--- config.mk ---
export PLATFORM = sky130hd
export DESIGN_NAME = nibble_serial_addsub
export DESIGN_NICKNAME = d
export VERILOG_FILES = /design/src/rtl/nibble_serial_addsub.sv
export SDC_FILE = /design/constraint.sdc
export NUM_CORES = 1
export LEC_CHECK = 0
export ABC_AREA = 1
export CAP_MARGIN = 20
export CORE_MARGIN = 2
export CORE_UTILIZATION = 49
export CTS_CLUSTER_SIZE = 25
export DETAILED_ROUTE_END_ITERATION = 8
export PLACE_DENSITY = 0.82
export SYNTH_ARGS = -nofsm -noshare
export SYNTH_HDL_FRONTEND = slang
export SYNTH_SLANG_ARGS = --single-unit
--- constraint.sdc ---
create_clock -name clk -period 3.2 [get_ports clk]
set_clock_uncertainty 0.1 [all_clocks]
set_input_delay 0.64 -clock clk [delete_from_list [all_inputs] [get_ports clk]]
set_output_delay 0.64 -clock clk [all_outputs]
set_load 0.05 [all_outputs]
--- src/rtl/nibble_serial_addsub.sv ---
// Multi-cycle WIDTH-bit adder/subtractor. One 4-bit slice is reused for every
// nibble, least-significant first. A registered carry links the nibbles.
// The result, cout and ovf are published together when the last nibble completes.
module nibble_serial_addsub #(
    parameter int unsigned WIDTH = 16
) (
    input  logic             clk,
    input  logic             rst_n,
    input  logic             start,
    input  logic [WIDTH-1:0] a,
    input  logic [WIDTH-1:0] b,
    input  logic             sub,
    output logic             busy,
    output logic             done,
    output logic [WIDTH-1:0] s,
    output logic             cout,
    output logic             ovf
);

    localparam int unsigned NIBBLES = WIDTH / 4;
    localparam int unsigned IDX_W   = (NIBBLES > 1) ? $clog2(NIBBLES) : 1;

    typedef enum logic {
        IDLE,
        RUN
    } state_t;

    state_t             state;
    state_t             next_state;

    logic [WIDTH-1:0]   a_r;
    logic [WIDTH-1:0]   b_r;
    logic               sub_r;
    logic               carry_r;
    logic [IDX_W-1:0]   idx_r;
    logic [WIDTH-1:0]   work_r;

    logic               accept;
    logic               last;
    logic [3:0]         nib_a;
    logic [3:0]         nib_b;
    logic [4:0]         slice_sum;
    logic [WIDTH-1:0]   work_next;
    logic               ovf_next;

    // State register
    always_ff @(posedge clk or negedge rst_n) begin
        if (!rst_n) begin
            state <= IDLE;
        end else begin
            state <= next_state;
        end
    end

    // Next-state logic, busy and start acceptance
    always_comb begin
        next_state = state;
        busy       = 1'b0;
        accept     = 1'b0;
        case (state)
            IDLE: begin
                accept = start;
                if (start) begin
                    next_state = RUN;
                end
            end
            RUN: begin
                busy = 1'b1;
                if (last) begin
                    next_state = IDLE;
                end
            end
            default: next_state = IDLE;
        endcase
    end

    // Shared 4-bit slice: select the current nibble, add, and merge into the work word
    always_comb begin
        nib_a     = '0;
        nib_b     = '0;
        work_next = work_r;
        for (int unsigned i = 0; i < NIBBLES; i++) begin
            if (idx_r == IDX_W'(i)) begin
                nib_a = a_r[i*4 +: 4];
                nib_b = b_r[i*4 +: 4];
            end
        end
        slice_sum = {1'b0, nib_a} + {1'b0, nib_b ^ {4{sub_r}}} + {4'b0000, carry_r};
        for (int unsigned i = 0; i < NIBBLES; i++) begin
            if (idx_r == IDX_W'(i)) begin
                work_next[i*4 +: 4] = slice_sum[3:0];
            end
        end
        last     = (idx_r == IDX_W'(NIBBLES - 1));
        // Signed overflow: operands of equal sign (after inverting b for subtract) and a result of the other sign
        ovf_next = (a_r[WIDTH-1] == (b_r[WIDTH-1] ^ sub_r)) &&
                   (work_next[WIDTH-1] != a_r[WIDTH-1]);
    end

    // Operand capture, per-nibble progress and result publication
    always_ff @(posedge clk or negedge rst_n) begin
        if (!rst_n) begin
            a_r     <= '0;
            b_r     <= '0;
            sub_r   <= 1'b0;
            carry_r <= 1'b0;
            idx_r   <= '0;
            work_r  <= '0;
            s       <= '0;
            cout    <= 1'b0;
            ovf     <= 1'b0;
            done    <= 1'b0;
        end else begin
            done <= 1'b0;
            if (accept) begin
                a_r     <= a;
                b_r     <= b;
                sub_r   <= sub;
                carry_r <= sub;
                idx_r   <= '0;
            end else if (state == RUN) begin
                work_r  <= work_next;
                carry_r <= slice_sum[4];
                idx_r   <= idx_r + IDX_W'(1);
                if (last) begin
                    s    <= work_next;
                    cout <= slice_sum[4];
                    ovf  <= ovf_next;
                    done <= 1'b1;
                end
            end
        end
    end

endmodule
==> impl_metrics.toml <==
[status]
outcome = "finished clean"

[worst_setup_path]
worstPathRequired_ns = 3.33
crit_chain = "inv_1 > ha_4 > inv_2 > nor2_8 > a22oi_1 > o21ai_0 > o21ai_0 > fa_1 > inv_1 > fa_1 > nand2_1 > o21ai_0 > nand2_1 > o21ai_0"
crit_path_top_delay_cell = "fa_1"
startpoint_type = "register"
cpPeakStageDelay_ns = 0.48
end_kind = "register"
cpMostUsedCell = "o21ai_0"
regToRegStartpoint = "idx_r[0]$_DFFE_PN0P_"
worst-setup-path-type = "reg -> reg"
startpoint = "idx_r[0]$_DFFE_PN0P_"
critPathMaxFanout = 9
cp_data_arrival_time_ns = 3.05

[routing]
route.met3.wl_um = 325
highest_layer = "met4"
vias = 2673
wl_met2_um = 3328
wire_per_inst_um = 13.06
dr.pass1.iters = 7
remaining_drc_errors = 0
drtIter0Drc = 151
postRouteWirelength_um = 6976
vias_per_cell = 5.006
postRouteAntennaNets = 0
wl_met1_um = 3185

[logic_synthesis]
ys_seq_area_share_pct = 52.91
synth_mux_area_share_pct = 0
yosys.area_share.xor_xnor_pct = 0.5368
synth_compound_area_share_pct = 9.356
synth_top_family_by_area = "simple AND/OR/NAND/NOR gates"
syn_area_um2 = 3263
ys_seq_elements = 69
synthSimpleGateAreaFrac_pct = 27.61
synth_cells = 398
synth-warning-count = 0
mappedNetlistNets = 443
synth.avg_cell_area_um2 = 8.199
synthAdderAreaFrac_pct = 3.911
synthDistinctLibCells = 24

[clocking]
cts_root_buffer = "clkbuf_8"
cts.sinks = 69
cts.path.max_buffers = 2
clk_pin_slew_ns = 0.07
ctsHtreeMaxLevel = 3
cts_buffers = 9
cts_tree = "yes"
cts_setup_buffers = 0
clock_latency_ns = 0.35

[flow_run]
timing.max_cap.violations = 0

[timing]
tns_ns = 0
post-route-period-util_pct = 91.30
setup_viol = 0
relSlewSlack_pct = 41.98
slew_viol_final = 0
tightest_slew_ns = 0.8703
hold_viol_final = 0
rsz0062_at_grt = "false"
fmax_ghz = 0.3423
fin_crit_ns = 2.922

[placement]
place_area_um2 = 3851
dp.cells = 519
gp_congestion = 0.9092
port_buffers = 55
dp_hpwl_um = 4915

[finish]
instances_no_fill = 534
fin_nets = 498
design_area_um2 = 4044
drive_gt1_share_pct = 7.221
fin_util_pct = 63.32
fill_cells = 547
area_growth_pct = 23.93
antenna_cells = 0

[power]
p_leak_nw = 2.010
sequentialPowerShare_pct = 30.4
pwr-share-comb_pct = 56.8
ir_drop_mv = 0.8263
clockPowerShare_pct = 12.8
p_sw_share_pct = 47.12
switchingPower_w = 0.002381
pwr_density_cell_nw_per_um2 = 1249
cell_internal_pwr_w = 0.002672

[global_route]
grt_pass1_wl_um = 12300
antenna_found_initial = 0
overflow = 0
grt_use_total_pct = 21.61
grt_max_degree = 70
grt_pass1_vias = 2686

[die]
die_w_um = 85.61
die_h_um = 85.61
ios = 56
rows = 29
dieArea_um2 = 7328
coreArea_um2 = 6386
start_util_pct = 51.10

[min_path]
hold_path.class = "in -> async"
-- per-layer routing --
metal / track usage, % / up-vias
met3: 4.331 / 12
li1: - / 1368
met5: 0 / -
met2: 35.80 / 78
met4: 9.524 / 0
met1: 27.62 / 1215
-- flip-flops by register name, summed over array words and instances (netlist names) --
| register | count |
|---|---|
| s | 16 |
| ovf | 1 |
| sub_r | 1 |
| carry_r | 1 |
| idx_r | 2 |
| cout | 1 |
| state | 1 |
| a_r | 16 |
| done | 1 |
| work_r | 13 |
| b_r | 16 |
-- worst paths after layout --
path	cells past startpoint	endpoint	slack, ns
hold reg to reg	2	ovf$_DFFE_PN0P_	0.38
hold / removal	2	work_r[8]$_DFFE_PN0P_	0.37
setup / recovery	14	work_r[1]$_DFFE_PN0P_	0.28
setup reg to reg	14	work_r[1]$_DFFE_PN0P_	0.28
max in group asynchronous	2	work_r[7]$_DFFE_PN0P_	2.04
min in group clk	2	ovf$_DFFE_PN0P_	0.38
-- Yosys cell counts --
cell	n	area (um^2)
or2_0	1	6.260
nand2_1	195	732.0
xnor2_1	2	17.52
a31o_1	4	35.03
a22oi_1	3	22.52
ha_1	7	87.58
o21ai_0	26	130.1
a21oi_1	6	30.03
o21bai_1	1	7.510
buf_6	2	22.52
or2_1	3	18.77
inv_2	5	18.77
nor2_8	1	20.02
nor2_1	4	15.01
buf_2	13	65.06
clkbuf_1	1	3.750
o21ai_1	13	65.06
inv_1	14	52.55
fa_1	2	40.04
nand3_1	18	90.09
o211ai_1	2	15.01
or2_2	3	18.77
buf_4	3	22.52
dfrtp_1	69	1727
-- power by group through the flow --
stage          sequential [W]  clock, W  combinational, W
3_5_place_dp          0.00155         0           0.00285
6_report              0.00153  0.000648           0.00287
3_3_place_gp          0.00153         0           0.00275
5_1_grt               0.00158  0.000700           0.00327
4_1_cts               0.00153  0.000657           0.00286
2_1_floorplan         0.00187         0           0.00175
-- critical path, delay by kind of cell (launching register included) --
family	cells	cell delay, ns
adders and majority gates	3	1.09
AOI/OAI and AO/OA	5	0.58
DFF	1	0.43
buffers and inverters	3	0.31
and+or+nand+nor	3	0.30
-- logic make-up (layout without fill, tap and decap cells) --
group / Yosys count / count (layout)
and+or+nand+nor: 225 / 225
AOI/OAI and AO/OA: 55 / 55
xor gates and xnor gates: 2 / 2
DFF: 69 / 69
adders and majority gates: 9 / 9
buffers and inverters: 38 / 97
-- metrics by stage --
stage	power [W]	setup slack [ns]	hold WS, ns
final	0.005053	0.2784	0.3672
after global routing	0.005551	0.01221	0.4108
after CTS	0.005055	0.1185	0.3819
after detailed placement	0.004397	0.1413	0.3642
after global placement	0.004285	0.2676	0.3549
after floorplan	0.003623	0.4921	0.2444
-- final cells by class --
| class | instances | area (um^2) | share of cell area [%] |
|---|---|---|---|
| Sequential cell | 69 | 1727 | 42.70 |
| Multi-Input combinational cell | 291 | 1366 | 33.79 |
| Timing Repair Buffer | 63 | 605.6 | 14.98 |
| Clock buffer | 14 | 172.7 | 4.270 |
| Tap cell | 77 | 96.34 | 2.382 |
| Inverter | 19 | 71.32 | 1.764 |
| Clock inverter | 1 | 5.005 | 0.1238 |
-- repair_timing --
item,4_1_cts,5_1_grt
hold buffers,0,0
setup endpoints to repair,0,20
resized for setup,0,3
-- layout by cell type, fill, tap and decap left out --
| cell type | Yosys | final |
|---|---|---|
| dfrtp_1 | 69 | 69 |
| fa_1 | 2 | 2 |
| nor2_1 | 4 | 4 |
| inv_1 | 14 | 14 |
| ha_2 | 0 | 1 |
| o21ai_1 | 13 | 13 |
| nand3_1 | 18 | 18 |
| ha_4 | 0 | 1 |
| xnor2_1 | 2 | 2 |
| or2_0 | 1 | 1 |
| o211ai_1 | 2 | 2 |
| buf_2 | 13 | 1 |
| a21oi_1 | 6 | 6 |
| clkinv_2 | 0 | 1 |
| o21ai_0 | 26 | 26 |
| nand2_1 | 195 | 195 |
| o21bai_1 | 1 | 1 |
| inv_2 | 5 | 5 |
| a31o_1 | 4 | 4 |
| clkbuf_1 | 1 | 2 |
| nor2_8 | 1 | 1 |
| or2_2 | 3 | 3 |
| clkdlybuf4s50_1 | 0 | 54 |
| ha_1 | 7 | 5 |
| buf_4 | 3 | 8 |
| a22oi_1 | 3 | 3 |
| or2_1 | 3 | 3 |
| clkbuf_8 | 0 | 12 |
No activity file was read; power rests on OpenSTA's default activity.
